[src/rtl/down_counter_pkg.sv]
// -----------------------------------------------------------------------------
// down_counter_pkg: shared types and constants for the loadable down-counter.
// Revision: 1.0
// -----------------------------------------------------------------------------
`default_nettype none

package down_counter_pkg;

  typedef enum logic [1:0] {
    IDLE   = 2'd0,
    RUN    = 2'd1,
    EXPIRE = 2'd2
  } state_e;

  localparam int unsigned C_DEFAULT_WIDTH = 4;

endpackage : down_counter_pkg

`default_nettype wire

[src/rtl/down_counter.sv]
// -----------------------------------------------------------------------------
// down_counter: loadable down-counter/timer with terminal-count pulse and
// optional auto-reload for periodic ticks.  Revision: 1.0
// -----------------------------------------------------------------------------
`default_nettype none

module down_counter
  import down_counter_pkg::*;
#(
  parameter int unsigned WIDTH = C_DEFAULT_WIDTH
) (
  input  logic             clk,
  input  logic             rst,
  input  logic             en,
  input  logic             load,
  input  logic [WIDTH-1:0] load_val,
  input  logic             auto_reload,
  input  logic             stop,
  output logic [WIDTH-1:0] count,
  output logic             busy,
  output logic             tc
);

  localparam logic [WIDTH-1:0] C_ONE = {{(WIDTH-1){1'b0}}, 1'b1};

  state_e           state_q, state_d;
  logic [WIDTH-1:0] count_q, count_d;
  logic [WIDTH-1:0] reload_q, reload_d;

  always_ff @(posedge clk or negedge rst) begin
    if (!rst) begin
      state_q  <= IDLE;
      count_q  <= '1;
      reload_q <= '1;
    end else begin
      state_q  <= state_d;
      count_q  <= count_d;
      reload_q <= reload_d;
    end
  end

  always_comb begin
    state_d  = state_q;
    count_d  = count_q;
    reload_d = reload_q;

    if (load) begin
      reload_d = load_val;
      count_d  = load_val;
      state_d  = (load_val != '0) ? RUN : EXPIRE;
    end else if (stop) begin
      state_d = IDLE;
    end else begin
      case (state_q)
        IDLE: ;
        RUN: begin
          if (en) begin
            // Saturate at zero: the final step lands on 0 and enters EXPIRE.
            if (count_q > C_ONE) begin
              count_d = count_q - C_ONE;
            end else begin
              count_d = '0;
              state_d = EXPIRE;
            end
          end
        end
        EXPIRE: begin
          if (auto_reload) begin
            count_d = reload_q;
            state_d = (reload_q != '0) ? RUN : EXPIRE;
          end else begin
            state_d = IDLE;
          end
        end
        default: state_d = IDLE;
      endcase
    end
  end

  assign count = count_q;
  assign busy  = (state_q != IDLE);
  assign tc    = (state_q == EXPIRE);

endmodule : down_counter

`default_nettype wire

[config.mk]
export PLATFORM = sky130hd
export DESIGN_NAME = down_counter
export DESIGN_NICKNAME = d
export VERILOG_FILES = /design/src/rtl/down_counter_pkg.sv /design/src/rtl/down_counter.sv
export SDC_FILE = /design/constraint.sdc
export NUM_CORES = 1
export LEC_CHECK = 0
export BUFFER_PORTS_ARGS = -buffer_cell sky130_fd_sc_hd__clkbuf_2
export CAP_MARGIN = 20
export CORE_ASPECT_RATIO = 0.75
export CORE_MARGIN = 2
export CORE_UTILIZATION = 40
export CTS_CLUSTER_DIAMETER = 40
export DETAILED_ROUTE_END_ITERATION = 7
export PLACE_DENSITY = 0.59
export SYNTH_ARGS = -nofsm -noshare
export SYNTH_HDL_FRONTEND = slang
export SYNTH_SLANG_ARGS = --single-unit
export TNS_END_PERCENT = 10
[constraint.sdc]
create_clock -name clk -period 4.5 [get_ports clk]
set_clock_uncertainty 0.1 [all_clocks]
set_input_delay 0.225 -clock clk [delete_from_list [all_inputs] [get_ports clk]]
set_output_delay 0.225 -clock clk [all_outputs]
set_load 0.03 [all_outputs]
==> flow_summary.toml, run 1 <==
[status]
status = "finished clean"

[critical_path]
crit_required_ns = 4.55
startpoint_type = "flip-flop"
reg2reg_slack_ns = 2.37
critical_path_class = "reg -> reg"
cp-end-kind = "flip-flop"
path_max_fanout = 5
arrival_ns = 2.18

[cts]
cts_buffers = 3
ctsHtreeMaxLevel = 1
root_buffer = "clkbuf_4"
clk_pin_slew_ns = 0.07
postCtsSetupBuffers = 0
clockBufferDepth = 2
tritoncts = "done"
hold_buffers = 1
clk_latency_ns = 0.27
clock_sinks = 10
ctsResizeCount = 0

[detailed_routing]
post_drt_wl_per_cell_um = 13.8
wl_um = 1510
drtAntennaViolNets = 0
drt_pass1_iterations = 4
vias = 577
drt-initial-drc-count = 10
vias_per_cell = 5.29
drc_errors = 0

[synthesis]
ys_warn_count = 0
syn_area_per_cell_um2 = 10.2
synth.top_cells.by_area = "dfstp_2 (30%), ha_1 (8.9%), dfrtp_1 (7.1%)"
netlist.area_leader.share = 0.300
syn_inst = 69
syn_area_um2 = 701
ys_types = 32
synth_seq_cells = 10
synth_area_leader_cell = "dfstp_2"
syn_nets = 84
ys_seq_area_frac = 0.371

[power_and_ir_drop]
comb_power_share = 0.369
clockPowerShare = 0.245
p_switching_uw = 124
powerDensity_nw_per_um2 = 406
swShare = 0.366
ir_worst_vdd_mv = 0.204
report.power.total_uw = 338
p_int_uw = 214
p_seq_frac = 0.386
leakage_nw = 0.391

[die]
io_pins = 16
rows = 13
initial_utilization = 0.414
coreArea_um2 = 1690
dieArea_um2 = 2110
die_w_um = 52.3
fp.dieH_um = 40.2

[global_route]
antenna_found_initial = 0
grt_pass1_vias = 544
grt_max_degree = 15
grt_util_all_layers = 0.176
overflow = 0
grt_pass1_wl_um = 2500

[sta]
final-setup-viol-count = 0
hold_viol = 0
rsz0062_at_grt = "false"
timing.final.max_slew_violations = 0
fin_setup_tns_ns = 0
slew_headroom = 0.679
fin_crit_ns = 2.13
tightest_slew_ns = 0.479
max_freq_ghz = 0.470
period_share = 0.473

[job]
drv_cap = 0

[cells_and_area]
final_nets = 103
area_growth_syn_to_layout_pct = 18.9
layout.cells.non_filler = 109
mostFrequentLayoutCells = "clkbuf_2 (15), inv_1 (10), dfstp_2 (8)"
n_antenna_cell = 0
final_common_cell = "clkbuf_2"
drive_gt1_frac = 0.425
final_util = 0.493

[place]
place_inst = 104
dp_hpwl_um = 1210
gp_congestion = 0.869
io_buffers = 15

[hold_path]
hold_class = "in -> reg"
==> per-stage QoR <==
stage / hold WS (ns) / area, um2 / setup slack, ns
after floorplan: -0.171 / 701 / 2.45
after global placement: 0.00855 / 787 / 2.39
after detailed placement: 0.00828 / 787 / 2.37
after CTS: 0.0968 / 833 / 2.34
after global routing: 0.0908 / 833 / 2.25
final: 0.106 / 833 / 2.37
==> Yosys cell counts (all sizes together) <==
cell type and number:
dfstp 8, and3 1, mux2 6, and2 1
o211ai 1, dfrtp 2, a22o 1, a31oi 4
a21oi 2, nor3 1, nand2 4, ha 5
inv 10, o21bai 1, a221oi 1, a41oi 1
a2111oi 1, nand3b 2, or3 1, o21ai 1
o22ai 1, nand2b 2, or2 1, or4 1
mux2i 1, nor2 5, buf 2, o221ai 1
a311oi 1
==> worst max-delay path, cell delays in order, from the launching register on <==
cell,delay [ns]
dfstp_2,0.55
inv_1,0.07
ha_1,0.23
o211ai_1,0.43
o221ai_1,0.29
mux2_4,0.35
==> worst paths after layout <==
path                              from  cells past startpoint          end
max reg2reg                   count[0]                      5   state_q[0]
min in group asynchronous          rst                      2   state_q[0]
min                        load_val[3]                      3  reload_q[3]
max in group asynchronous          rst                      2  reload_q[0]
max                           count[0]                      5   state_q[0]
min reg2reg                reload_q[3]                      2  reload_q[3]
==> power groups by stage <==
stage | Combinational [mW] | Sequential, mW | Clock (mW)
3_3_place_gp | 0.124 | 0.131 | 0
4_1_cts | 0.126 | 0.130 | 0.0862
3_5_place_dp | 0.124 | 0.132 | 0
6_report | 0.125 | 0.130 | 0.0829
2_1_floorplan | 0.0720 | 0.150 | 0
5_1_grt | 0.137 | 0.133 | 0.0930
==> registers in the layout, indices dropped and copies added (netlist names) <==
| signal | flops |
|---|---|
| reload_q | 4 |
| count | 4 |
| state_q | 2 |
==> per-layer routing <==
| metal | wire length [um] | track usage | vias up |
|---|---|---|---|
| li1 | - | - | 282 |
| met1 | 758 | 0.228 | 284 |
| met2 | 676 | 0.272 | 9 |
| met3 | 60 | 0.0784 | 2 |
| met4 | 10 | 0.0385 | 0 |
| met5 | 0 | 0 | - |
==> kinds of logic after synthesis <==
logic type,after synthesis,share of synthesized area
flip-flops,10,0.371
AO/OA/AOI/OAI,16,0.195
multiplexers,7,0.121
buffers and inverters,12,0.0768
adder cells (fa/ha/maj),5,0.0893
AND/OR/NAND/NOR,19,0.146
==> layout make-up <==
cell class / count / area [um2]
multi-input cells: 47 / 387
well taps: 22 / 27.5
fillers: 167 / 858
inverters: 10 / 37.5
clock buffers: 4 / 36.3
repair buffers: 16 / 85.1
flip-flops and latches: 10 / 260
(Power assumes the default switching activity.)
==> run 2: changes to the inputs <==
==> constraint.sdc (replaced) <==
create_clock -name clk -period 2.1 [get_ports clk]
set_clock_uncertainty 0.1 [all_clocks]
set_input_delay 0.105 -clock clk [delete_from_list [all_inputs] [get_ports clk]]
set_output_delay 0.105 -clock clk [all_outputs]
set_load 0.03 [all_outputs]
==> run 2 against run 1 <==
Net effect:
- non-clock buffer count up 3
- worst hold slack got worse by 0.099 ns
- cell count rose by 2.8%
- setup slack worse by 2.1 ns
- combinational power increased by 130%
- count of clock-buffer cells in the layout unchanged
- sequential share of layout area shrank 0.55 points
- die area is the same
- routed wire length is 3.0% lower
- critical path depth stayed put
- first-iteration DRC count is 50% higher
==> flow_summary.toml, run 2 (same netlist as run 1, synthesis figures left out) <==
[critical_path]
slowest_delay_ns = 0.55
crit_required_ns = 2.15
path_buf_inv = 1
startpoint_type = "flip-flop"
reg2reg_slack_ns = 0.23
critPathSlowestCell = "dfstp_2"
crit_chain = "inv_1 -> ha_1 -> o211ai_1 -> o221ai_1 -> mux2_4"
cp-end-kind = "flip-flop"
path_max_fanout = 4
rr_endpoint = "state_q[0]"
critical_path_class = "reg -> reg"
cp_top_family = "flip-flops"
r2r-start = "count[0]"
arrival_ns = 1.92
rr_worst_depth = 5

[global_route]
grt_pass1_wl_um = 2470
grt_util_all_layers = 0.174
grt_pass1_vias = 528
antenna_found_initial = 0
overflow = 0
grt_max_degree = 15

[sta]
fin_setup_tns_ns = 0
slew_headroom = 0.756
final-setup-viol-count = 0
hold_viol = 0
period_share = 0.890
tightest_slew_ns = 0.357
max_freq_ghz = 0.535
timing.final.max_slew_violations = 0
fin_crit_ns = 1.87
rsz0062_at_grt = "false"
timing.hold.ws_ns = 0.00710

[detailed_routing]
drc_errors = 0
vias = 586
drt_pass1_iterations = 4
drtAntennaViolNets = 0
post_drt_wl_per_cell_um = 13.0
wl_um = 1460
vias_per_cell = 5.23
drt-initial-drc-count = 15

[cts]
clock_sinks = 10
clk_pin_slew_ns = 0.07
tritoncts = "done"
root_buffer = "clkbuf_4"
ctsResizeCount = 0
cts_buffers = 3
ctsHtreeMaxLevel = 1
clockBufferDepth = 2
clk_latency_ns = 0.27

[hold_path]
holdPathStages = 3
min_to = "reload_q[3]"
worstHoldStart = "load_val[3]"
hold_class = "in -> reg"

[power_and_ir_drop]
comb_power_share = 0.403
p_seq_frac = 0.397
p_switching_uw = 264
report.power.total_uw = 702
ir_worst_vdd_mv = 0.494
leakage_nw = 0.399
powerDensity_nw_per_um2 = 827
clockPowerShare = 0.200
swShare = 0.376
p_int_uw = 438

[die]
rows = 13
io_pins = 16
coreArea_um2 = 1690
dieArea_um2 = 2110
die_w_um = 52.3
fp.dieH_um = 40.2
initial_utilization = 0.414

[place]
gp_congestion = 0.930
dp_hpwl_um = 1150
io_buffers = 15

[cells_and_area]
area_growth_syn_to_layout_pct = 21.1
n_antenna_cell = 0
final_common_cell = "clkbuf_2"
final_nets = 106
mostFrequentLayoutCells = "clkbuf_2 (15), inv_1 (10), dfstp_2 (8)"
drive_gt1_frac = 0.422

[job]
drv_cap = 0

[status]
status = "finished clean"
[run 2: worst max-delay path by stage]
stage	start	endpoint	slack [ns]	depth (start not counted)
final	count[0]	state_q[0]	0.23	5
after global routing	count[0]	state_q[0]	0.15	5
after CTS	count[0]	state_q[0]	0.23	5
after detailed placement	count[0]	state_q[0]	0.24	5
after global placement	count[0]	state_q[0]	0.23	5
after floorplan	state_q[0]	count[1]	0.05	6
[run 2: power by group through the flow]
stage                     Combinational (mW)  Clock [mW]  Sequential [mW]
after floorplan                        0.154           0            0.322
after global placement                 0.280           0            0.280
after detailed placement               0.279           0            0.281
after CTS                              0.283       0.143            0.278
after global routing                   0.314       0.154            0.284
final                                  0.283       0.140            0.279
[run 2: worst register-to-register path: stages (launching register included)]
cell	delay, ns
dfstp_2	0.55
inv_1	0.07
ha_1	0.22
o211ai_1	0.24
o221ai_1	0.24
mux2_4	0.35
[run 2: per-stage QoR]
step | std cells | setup WS (ns) | util | instance area, um2
floorplan | 69 | 0.0492 | - | 701
global placement | 106 | 0.231 | 0.474 | 802
detailed placement | 106 | 0.236 | 0.474 | 802
CTS | 112 | 0.227 | 0.501 | 848
global route | 112 | 0.146 | 0.501 | 848
finish | 112 | 0.230 | 0.501 | 848
[run 2: area by class of cell]
type | count | area [um2]
Timing Repair Buffer | 19 | 110
Sequential cell | 10 | 260
Tap cell | 22 | 27.5
Clock buffer | 4 | 26.3
Inverter | 10 | 37.5
Fill cell | 167 | 843
Multi-Input combinational cell | 47 | 387
[run 2: per-layer routing]
| layer | track usage | vias to the layer above | routed length, um |
|---|---|---|---|
| met5 | 0 | - | 0 |
| met4 | 0.0769 | 0 | 22 |
| met3 | 0.0560 | 4 | 64 |
| met2 | 0.228 | 18 | 595 |
| met1 | 0.256 | 272 | 777 |
| li1 | - | 292 | - |
[run 2: timing repair]
item	in CTS	in global routing
setup buffers	0	0
setup endpoints to repair	0	0
hold buffers	2	0
hold endpoints to repair	12	0
==> run 3: changes to the inputs <==
--- a/config.mk
+++ b/config.mk
@@ -7,12 +7,11 @@
 export LEC_CHECK = 0
 export BUFFER_PORTS_ARGS = -buffer_cell sky130_fd_sc_hd__clkbuf_2
 export CAP_MARGIN = 20
-export CORE_ASPECT_RATIO = 0.75
 export CORE_MARGIN = 2
-export CORE_UTILIZATION = 40
+export CORE_UTILIZATION = 45
 export CTS_CLUSTER_DIAMETER = 40
 export DETAILED_ROUTE_END_ITERATION = 7
-export PLACE_DENSITY = 0.59
+export PLACE_DENSITY = 0.65
 export SYNTH_ARGS = -nofsm -noshare
 export SYNTH_HDL_FRONTEND = slang
 export SYNTH_SLANG_ARGS = --single-unit
==> run 3 against run 2 <==
Net effect:
- setup slack got worse by 0.035 ns
- core utilization is 7.7 points higher
- critical path depth unchanged
- routed wire length down 4.6%
- global-route usage increased by 0.27 points
- non-clock buffer count increased by 1
- sequential share of layout area down 0.45 points
- cell area rose by 1.5%
- worst hold slack better by 0.022 ns
==> flow_summary.toml, run 3 (same netlist as run 1, synthesis figures left out) <==
[status]
status = "finished clean"

[global_route]
grt_max_degree = 15
antenna_found_initial = 0
gr-usage-met3 = 0.0750
grt_busiest_layer = "met2"
grt.met2_usage = 0.275
use_met1 = 0.232
grt_util_all_layers = 0.177
overflow = 0
grt_pass1_vias = 559
grt_pass1_wl_um = 2420

[cts]
ctsHtreeMaxLevel = 1
tritoncts = "done"
clk_pin_slew_ns = 0.06
clock_sinks = 10
root_buffer = "clkbuf_4"
clk_latency_ns = 0.26
postCtsSetupBuffers = 0
ctsResizeCount = 0
cts_buffers = 3
clockBufferDepth = 2

[sta]
fin_setup_tns_ns = 0
rsz0062_at_grt = "false"
slew_headroom = 0.745
timing.hold.ws_ns = 0.0293
fin_crit_ns = 1.91
final-setup-viol-count = 0
tightest_slew_ns = 0.374
timing.final.max_slew_violations = 0
max_freq_ghz = 0.525
hold_viol = 0
period_share = 0.907

[hold_path]
worstHoldStart = "load_val[0]"
min_to = "reload_q[0]"
holdPathStages = 2
hold_class = "in -> reg"

[die]
coreArea_um2 = 1490
dieArea_um2 = 1890
fp.dieH_um = 43.5
io_pins = 16
initial_utilization = 0.471
die_w_um = 43.5
rows = 14

[job]
drv_cap = 0

[power_and_ir_drop]
p_int_uw = 471
p_switching_uw = 258
leakage_nw = 0.409
clockPowerShare = 0.231
comb_power_share = 0.386
ir_worst_vdd_mv = 0.471
p_seq_frac = 0.383
swShare = 0.354
powerDensity_nw_per_um2 = 846

[detailed_routing]
drtAntennaViolNets = 0
wl_um = 1390
drc_errors = 0
vias_per_cell = 5.39
vias = 577
post_drt_wl_per_cell_um = 13.0
drt-initial-drc-count = 9
drt_pass1_iterations = 4

[critical_path]
slowest_delay_ns = 0.55
timing.critical_path.from = "count[0]"
arrival_ns = 1.95
path_max_fanout = 4
rr_worst_depth = 5
rr_endpoint = "state_q[0]"
reg2reg_slack_ns = 0.19
crit_chain = "inv_1 -> ha_1 -> o211ai_1 -> o221ai_1 -> mux2_4"
cp_top_family = "flip-flops"
startpoint_type = "flip-flop"
cp-end-kind = "flip-flop"
path_buf_inv = 1
r2r-start = "count[0]"
critical_path_class = "reg -> reg"
crit_required_ns = 2.14
critPathSlowestCell = "dfstp_2"

[cells_and_area]
mostFrequentLayoutCells = "clkbuf_2 (15), inv_1 (10), dfstp_2 (8)"
multi_input_area_um2 = 387
n_antenna_cell = 0
final_nets = 107
area_growth_syn_to_layout_pct = 22.9
final_common_cell = "clkbuf_2"
seqCellArea_um2 = 260
final.fill_count = 129
drive_gt1_frac = 0.429

[place]
gp_congestion = 0.839
io_buffers = 15
dp_hpwl_um = 1130
[run 3: cell types whose count changed in the layout (fill, tap and decap cells not counted)]
cell / previous run / this run
clkbuf_1: 1 / 0
clkbuf_8: 0 / 1
dlygate4sd3_1: 2 / 3
[run 3: timing repair]
item / CTS / global route
endpoints found under the hold margin: 13 / 0
hold buffers: 3 / 0
endpoints found under the setup margin: 0 / 0
[run 3: per-stage QoR]
| stage | instances | worst slack (ns) | power [mW] | area [um2] | utilization |
|---|---|---|---|---|---|
| 6_report | 107 | 0.195 | 0.728 | 861 | 0.578 |
| 5_1_grt | 107 | 0.140 | 0.783 | 861 | 0.578 |
| 4_1_cts | 107 | 0.203 | 0.737 | 861 | 0.578 |
| 3_5_place_dp | 100 | 0.221 | 0.558 | 795 | 0.534 |
| 3_3_place_gp | 100 | 0.166 | 0.557 | 795 | 0.534 |
| 2_1_floorplan | 69 | 0.0492 | 0.476 | 701 | - |
[run 3: area by class of cell]
type | count | share of cell area
flip-flops and latches | 10 | 0.302
repair buffers | 20 | 0.140
clock buffers | 4 | 0.0422
well taps | 16 | 0.0233
multi-input cells | 47 | 0.449
inverters | 10 | 0.0436
[run 3: how the worst max path moves through the flow]
stage / cells past startpoint / to / slack (ns)
finish: 5 / state_q[0] / 0.19
detailed placement: 5 / state_q[0] / 0.22
global placement: 5 / state_q[0] / 0.17
floorplan: 6 / count[1] / 0.05
CTS: 5 / state_q[0] / 0.20
global route: 5 / state_q[0] / 0.14
[run 3: per-layer routing]
| metal | wire [um] | share of wire |
|---|---|---|
| met5 | 0 | 0 |
| met4 | 0 | 0 |
| met3 | 46 | 0.033 |
| met2 | 667 | 0.48 |
| met1 | 680 | 0.49 |
[run 3: power groups by stage]
stage                     registers, mW  clock network (mW)  logic, mW
final                             0.279               0.168      0.281
after global routing              0.284               0.189      0.310
after CTS                         0.279               0.177      0.281
after global placement            0.281                   0      0.276
after detailed placement          0.283                   0      0.275
after floorplan                   0.322                   0      0.154
